### config.mk
export PLATFORM = sky130hd
export DESIGN_NAME = jk_channel_bank
export DESIGN_NICKNAME = d
export VERILOG_FILES = /design/src/rtl/jk_channel_bank.sv
export SDC_FILE = /design/constraint.sdc
export NUM_CORES = 1
export LEC_CHECK = 0
export CAP_MARGIN = 40
export CELL_PAD_IN_SITES_DETAIL_PLACEMENT = 0
export CELL_PAD_IN_SITES_GLOBAL_PLACEMENT = 1
export CORE_MARGIN = 5
export CORE_UTILIZATION = 30
export CTS_CLUSTER_DIAMETER = 150
export DETAILED_ROUTE_END_ITERATION = 10
export PLACE_DENSITY = 0.63
export SYNTH_ARGS = -nofsm -noshare
export SYNTH_HDL_FRONTEND = slang
export SYNTH_SLANG_ARGS = --single-unit
export TNS_END_PERCENT = 50
### constraint.sdc
create_clock -name clk -period 2.8 [get_ports clk]
set_input_delay 0.42 -clock clk [delete_from_list [all_inputs] [get_ports clk]]
set_output_delay 0.42 -clock clk [all_outputs]
set_load 0.01 [all_outputs]
### src/rtl/jk_channel_bank.sv
// rtl/jk_channel_bank.sv - bank of independent OFF/LOCK/ON channels with min on-time and auto-off
module jk_channel_bank #(
    parameter int N_CH  = 4,
    parameter int CNT_W = 8
) (
    input  logic                       clk,
    input  logic                       reset,
    input  logic                       clr,
    input  logic [N_CH-1:0]            j,
    input  logic [N_CH-1:0]            k,
    input  logic                       retrig,
    input  logic [CNT_W-1:0]           min_on,
    input  logic [CNT_W-1:0]           timeout,
    output logic [N_CH-1:0]            out,
    output logic [$clog2(N_CH+1)-1:0]  on_count,
    output logic [N_CH-1:0]            timeout_evt
);

    localparam int CW = $clog2(N_CH+1);

    typedef enum logic [1:0] {
        S_OFF  = 2'd0,
        S_LOCK = 2'd1,
        S_ON   = 2'd2
    } state_t;

    // Comparisons run one bit wider so counter+1 never wraps.
    logic [CNT_W:0] w_min_eff;
    logic [CNT_W:0] w_timeout;
    logic           w_to_en;

    assign w_min_eff = (min_on == '0) ? (CNT_W+1)'(1) : {1'b0, min_on};
    assign w_timeout = {1'b0, timeout};
    assign w_to_en   = |timeout;

    genvar g;
    generate
        for (g = 0; g < N_CH; g++) begin : g_ch
            state_t           r_state;
            logic [CNT_W-1:0] r_dwell;
            logic [CNT_W-1:0] r_timer;
            logic             r_evt;
            logic [CNT_W:0]   w_dwell_nx;
            logic [CNT_W:0]   w_timer_nx;

            assign w_dwell_nx = {1'b0, r_dwell} + (CNT_W+1)'(1);
            assign w_timer_nx = {1'b0, r_timer} + (CNT_W+1)'(1);

            always_ff @(posedge clk or posedge reset) begin
                if (reset) begin
                    r_state <= S_OFF;
                    r_dwell <= '0;
                    r_timer <= '0;
                    r_evt   <= 1'b0;
                end else if (clr) begin
                    r_state <= S_OFF;
                    r_dwell <= '0;
                    r_timer <= '0;
                    r_evt   <= 1'b0;
                end else begin
                    r_evt <= 1'b0;
                    case (r_state)
                        S_OFF: begin
                            if (j[g]) begin
                                r_state <= S_LOCK;
                                r_dwell <= '0;
                            end
                        end
                        S_LOCK: begin
                            if (w_dwell_nx < w_min_eff) begin
                                if (!w_dwell_nx[CNT_W])
                                    r_dwell <= w_dwell_nx[CNT_W-1:0];
                            end else if (k[g]) begin
                                r_state <= S_OFF;
                            end else begin
                                r_state <= S_ON;
                                r_timer <= '0;
                            end
                        end
                        S_ON: begin
                            // k wins over retrigger, retrigger skips the timeout check.
                            if (k[g]) begin
                                r_state <= S_OFF;
                            end else if (retrig && j[g]) begin
                                r_timer <= '0;
                            end else if (w_to_en && (w_timer_nx >= w_timeout)) begin
                                r_state <= S_OFF;
                                r_evt   <= 1'b1;
                            end else if (!w_timer_nx[CNT_W]) begin
                                r_timer <= w_timer_nx[CNT_W-1:0];
                            end
                        end
                        default: r_state <= S_OFF;
                    endcase
                end
            end

            assign out[g]         = (r_state != S_OFF);
            assign timeout_evt[g] = r_evt;
        end
    endgenerate

    logic [CW-1:0] w_count;

    always_comb begin
        w_count = '0;
        for (int i = 0; i < N_CH; i++)
            w_count = w_count + CW'(out[i]);
    end

    assign on_count = w_count;

endmodule
==> results.cfg, run 1 <==
[pwr]
powerDensity_nw_per_um2 = 350
leakage_nw = 4.05
finalPower_mw = 3.03
vdd_drop_max_mv = 0.298

[yosys]
synth_top_area_share_pct = 31.3
netlist_area_um2 = 6070
syn_nets = 775
yosysSeqAreaShare_pct = 31.3
synthCells = 676
synth_ff_type = dfrtp_1
synthTopCellsByArea = dfrtp_1, ha_1, nand3_1
yosysMostFrequentCell = dfrtp_1
synth_top_area_cell = dfrtp_1
ys_ff_latch = 76
ys_top_cells_by_count = dfrtp_1, ha_1, nand2_1, nand3_1, a21oi_1
synth.avg_cell_area_um2 = 8.98
synth_edf_count = 0
synth-warning-count = 0
synthArstFlopShare_pct = 100
yosysUniqueCellTypes = 76

[die]
start_util_pct = 30.2
die_x_um = 152
num_rows = 52
core-area_um2 = 20100
pin_count = 39
fp.dieArea_um2 = 23200
die_h_um = 152

[drt]
drcViolationCount = 0
antenna_left = 0
vias_per_cell = 5.17
vias = 5749
post_drt_wl_per_cell_um = 16.4
drt_pass1_iterations = 4
wl_mm = 18.2
dr.first_iter.drc_count = 287

[timing]
setup_viol = 13
max_freq_mhz = 347
hold_violations = 0
min_period_ns = 2.88
setup_tns_ns = -0.257
fin_ws_ns = -0.0805
slew_violations = 0
period_share_pct = 103
slew_headroom_pct = 56.5
fin_skew_ns = 0.00728
worst_slew_pin_slew_ns = 0.649
rsz0062_at_grt = true

[setup_path]
cp_data_required_time_ns = 3.03
cpMaxStageDelayCell = a221o_1
arrival_ns = 3.11
cp_top_family = simple AND/OR/NAND/NOR gates
crit_path_start_kind = flop
reg2regPathDepth = 11
cp_cell_sequence = and3_4 > and3_4 > nand3_4 > xnor2_4 > ha_4 > and2_4 > a221o_1 > nor4_4 > o21ai_2 > and3_4 > mux2_4
cp.depth = 11
crit_buf_inv = 0
end_kind = flop
max_stage_delay_ns = 0.39
critical_path.most_common_cell = and3_4
reg2reg_slack_ns = -0.08
crit_fanout = 6
critPathKind = reg2reg

[grt]
grt_pass1_vias = 5969
grt_overflow = 0
grt_pass1_wl_mm = 29.7
globalRouteTotalUtil_pct = 15.5
grt_antenna_before_repair = 0
grt_max_degree = 35

[place]
portBuffers = 38
place_area_um2 = 7590
gp_congestion = 0.831
dp_hpwl_mm = 13.8
placed_cells = 1075

[final_layout]
nets = 937
diodes = 0
area_growth_pct = 42.5
utilization_pct = 43.0
drive_gt1_share_pct = 31.8
final_area_um2 = 8650
fin_cells = 1113

[cts]
ctsHoldBuffers = 0
cts.sink_count = 76
htreeDepth = 3
cts_buffers = 9
cts_tree = yes
cts_buffer_depth = 2
cts_root_buffer = clkbuf_16
clk_pin_slew_ns = 0.07
clk_latency_ns = 0.35

[flow_run]
max_cap_violations = 0

[outcome]
failed_checks = setup timing
run_status = finished, violations left

[min_path]
hold_path.class = in2async
[final timing paths]
path	from	end
max	g_ch[2].r_dwell[2]$_DFFE_PP0P_	g_ch[2].r_timer[0]$_DFFE_PP0P_
min	reset	g_ch[3].r_timer[1]$_DFFE_PP0P_
max reg2reg	g_ch[2].r_dwell[2]$_DFFE_PP0P_	g_ch[2].r_timer[0]$_DFFE_PP0P_
min reg2reg	g_ch[1].r_timer[1]$_DFFE_PP0P_	g_ch[1].r_timer[1]$_DFFE_PP0P_
max in group asynchronous	reset	g_ch[1].r_timer[7]$_DFFE_PP0P_
min in group clk	g_ch[1].r_timer[1]$_DFFE_PP0P_	g_ch[1].r_timer[1]$_DFFE_PP0P_
[state kept, by name, summed over array words and instances (netlist names)]
signal	flops
g_ch.r_state	8
g_ch.r_evt	4
g_ch.r_timer	32
g_ch.r_dwell	32
[layout by cell type (no fill, tap or decap), drive strengths merged, types with 4 or more instances in the layout]
master         netlist  routed
nand4                8       8
o311ai               4       4
o21ai               35      35
clkinv               0       5
xnor2               22      22
a21oi               41      41
a211o                4       4
and3                18      18
o211ai               6       6
clkdlybuf4s50        0      35
buf                 11     128
a21o                17      17
mux2i                7       7
nand3               53      53
nand2b               9       9
and2                10      10
nand2               65      65
dfrtp               76      76
nor4                 6       6
or2                 10      10
a221oi               4       4
a31oi                8       8
ha                  70      70
nor2                36      36
and4                 4       4
xor2                20      20
o21a                 5       5
a22o                20      20
inv                 35      34
clkbuf               5       9
nor2b                8       8
nor3                 9       9
mux2                 4       4
a211oi               5       5
[cells by family after synthesis]
logic type,share of synthesized area [%]
and+or+nand+nor,21.4
AOI/OAI and AO/OA,20.9
DFF,31.3
adders and majority gates,14.8
buffers and inverters,3.67
xor gates and xnor gates,6.06
muxes,1.90
[power by group]
group          internal [mW]  switching (mW)  total (mW)
clock                  0.778           0.501        1.28
sequential              1.11          0.0163        1.13
combinational          0.295           0.323       0.618
total                   2.19           0.840        3.03
[stage by stage]
| step | hold WS, ns | setup WS, ns |
|---|---|---|
| after CTS | 0.489 | -0.0637 |
| after global placement | 0.520 | -0.160 |
| after global routing | 0.523 | -0.180 |
| after detailed placement | 0.520 | -0.218 |
| after floorplan | 0.483 | -0.0382 |
| final | 0.458 | -0.0805 |
[per-layer routing]
metal	track usage [%]	up-vias	share of wire, %
met5	0	-	0
met4	6.34	0	2.6
met3	2.44	32	2.5
met2	26.0	80	49
met1	19.8	2811	46
li1	-	2826	-
[layout make-up]
type                       count  area (um2)
clock buffer                   9         225
clock inverter                 7        91.3
fill                        1916       11500
inverter                      35         133
multi-input combinational    549        4560
sequential                    76        1900
tap                          270         338
timing repair buffer         167        1400
[timing repair]
item / CTS / global route
cloned: 1 / 0
pin swaps: 22 / 45
resized for setup: 47 / 71
setup buffers: 11 / 12
endpoints found under the setup margin: 55 / 69
(Power assumes the default switching activity.)
==> run 2: changes to the inputs <==
CORE_ASPECT_RATIO = 2   (was default)
HOLD_SLACK_MARGIN = 0.12   (was default)
==> results.cfg, run 2 (synthesized netlist as in run 1, its figures left out) <==
[outcome]
run_status = finished, violations left
failed_checks = setup timing

[timing]
fin_ws_ns = -0.0693
max_freq_mhz = 349
min_period_ns = 2.87
worst_slew_pin_slew_ns = 0.585
hold_violations = 0
slew_violations = 0
period_share_pct = 102
fin_skew_ns = 0.00647
setup_viol = 14
slew_headroom_pct = 60.7
rsz0062_at_grt = true
hold_slack_ns = 0.425

[drt]
vias_per_cell = 5.19
wl_mm = 19.5
dr.first_iter.drc_count = 214
post_drt_wl_per_cell_um = 17.3
antenna_left = 0
drt_pass1_iterations = 4
drcViolationCount = 0
vias = 5874

[grt]
globalRouteTotalUtil_pct = 16.6
grt_max_degree = 51
grt_antenna_before_repair = 1
grt_pass1_vias = 6216
grt_pass1_wl_mm = 31.3
grt_overflow = 0

[setup_path]
crit_fanout = 6
arrival_ns = 3.14
rr_startpoint = g_ch[2].r_dwell[2]$_DFFE_PP0P_
cp_data_required_time_ns = 3.07
rr_endpoint = g_ch[2].r_timer[1]$_DFFE_PP0P_
crit_path_start_kind = flop
end_kind = flop
reg2regPathDepth = 12
reg2reg_slack_ns = -0.07
critPathKind = reg2reg

[cts]
ctsHoldBuffers = 0
cts_tree = yes
clk_pin_slew_ns = 0.06
cts.sink_count = 76
cts_buffers = 9
cts_root_buffer = clkbuf_16
cts_buffer_depth = 2
htreeDepth = 3
clk_latency_ns = 0.34

[final_layout]
drive_gt1_share_pct = 33.3
layout_commonest_cell = buf_4
nets = 964
area_growth_pct = 44.8
largest_registers = g_ch.r_dwell x32, g_ch.r_timer x32, g_ch.r_state x8
final_cell_mix = buf_4, dfrtp_1, nand2_1, ha_1, nand3_1
nFillCells = 2038

[place]
dp_hpwl_mm = 15.1
place_ws_ns = -0.203
gp_congestion = 0.844
portBuffers = 38

[die]
core-area_um2 = 19900
die_h_um = 211
die_x_um = 111
pin_count = 39
num_rows = 73
fp.dieArea_um2 = 23400
start_util_pct = 30.5

[pwr]
vdd_drop_max_mv = 0.204
powerDensity_nw_per_um2 = 324
leakage_nw = 4.19
finalPower_mw = 2.85

[flow_run]
max_cap_violations = 0

[min_path]
hold_path.class = in2async
run 2: changes by cell type in the layout (fill, tap and decap cells not counted), sizes merged:
cell	delta
buf	+28
clkinvlp	-1
bufinv	-2
diode	+1
bufbuf	-1
clkinv	-1
clkbuf	+2
run 2: routing by layer:
layer  share of wire (%)  GRT usage [%]  vias up  wire (um)
li1                    -              -     2880          -
met1                  38           17.4     2868       7380
met2                  55           30.7       86      10700
met3                 1.8           2.09       40        350
met4                 5.5           11.1        0       1080
met5                   0              0        -          0
run 2: critical path: stages (launching register included):
cell     delay, ns
dfrtp_1       0.35
and3_4        0.20
and3_4        0.20
nand3_2       0.09
xnor2_2       0.16
ha_1          0.32
and2_4        0.15
a221o_1       0.38
nor4_4        0.34
o21a_2        0.24
buf_12        0.11
a211o_4       0.12
a22o_1        0.15
run 2: cell type report:
| cell class | count | area [um2] | area share [%] |
|---|---|---|---|
| clock inverters | 3 | 15.0 | 0.171 |
| flip-flops and latches | 76 | 1910 | 21.7 |
| multi-input cells | 549 | 4520 | 51.5 |
| inverters | 35 | 135 | 1.54 |
| clock buffers | 11 | 243 | 2.76 |
| repair buffers | 194 | 1640 | 18.6 |
| diodes | 1 | 2.50 | 0.0285 |
| well taps | 262 | 328 | 3.73 |
run 2: worst max path at each step:
stage | from | to
4_1_cts | g_ch[2].r_dwell[4]$_DFFE_PP0P_ | g_ch[2].r_timer[0]$_DFFE_PP0P_
3_3_place_gp | g_ch[3].r_dwell[1]$_DFFE_PP0P_ | g_ch[3].r_timer[6]$_DFFE_PP0P_
3_5_place_dp | timeout[6] | g_ch[2].r_timer[2]$_DFFE_PP0P_
6_report | g_ch[2].r_dwell[2]$_DFFE_PP0P_ | g_ch[2].r_timer[1]$_DFFE_PP0P_
2_1_floorplan | g_ch[2].r_dwell[2]$_DFFE_PP0P_ | g_ch[2].r_timer[0]$_DFFE_PP0P_
5_1_grt | g_ch[2].r_dwell[2]$_DFFE_PP0P_ | g_ch[2].r_timer[5]$_DFFE_PP0P_
run 2: what timing repair did:
action	in CTS	in global routing
setup endpoints to repair	55	69
buffers inserted	18	15
resized for setup	49	66
pin swaps	26	45
gates cloned	1	0
run 2: through the flow:
| step | TNS (ns) | area, um2 | std cells | util [%] |
|---|---|---|---|---|
| after CTS | -0.0362 | 8390 | 1116 | 42.1 |
| after global placement | -4.97 | 7710 | 1083 | 38.7 |
| final | -0.583 | 8790 | 1131 | 44.2 |
| after detailed placement | -6.32 | 7710 | 1083 | 38.7 |
| after floorplan | -0.0385 | 6130 | 676 | - |
| after global routing | -3.94 | 8790 | 1131 | 44.2 |
run 2: power by group:
group | internal (mW) | switching (mW)
Sequential | 1.12 | 0.0182
Combinational | 0.305 | 0.339
Clock | 0.611 | 0.464
Total | 2.03 | 0.821
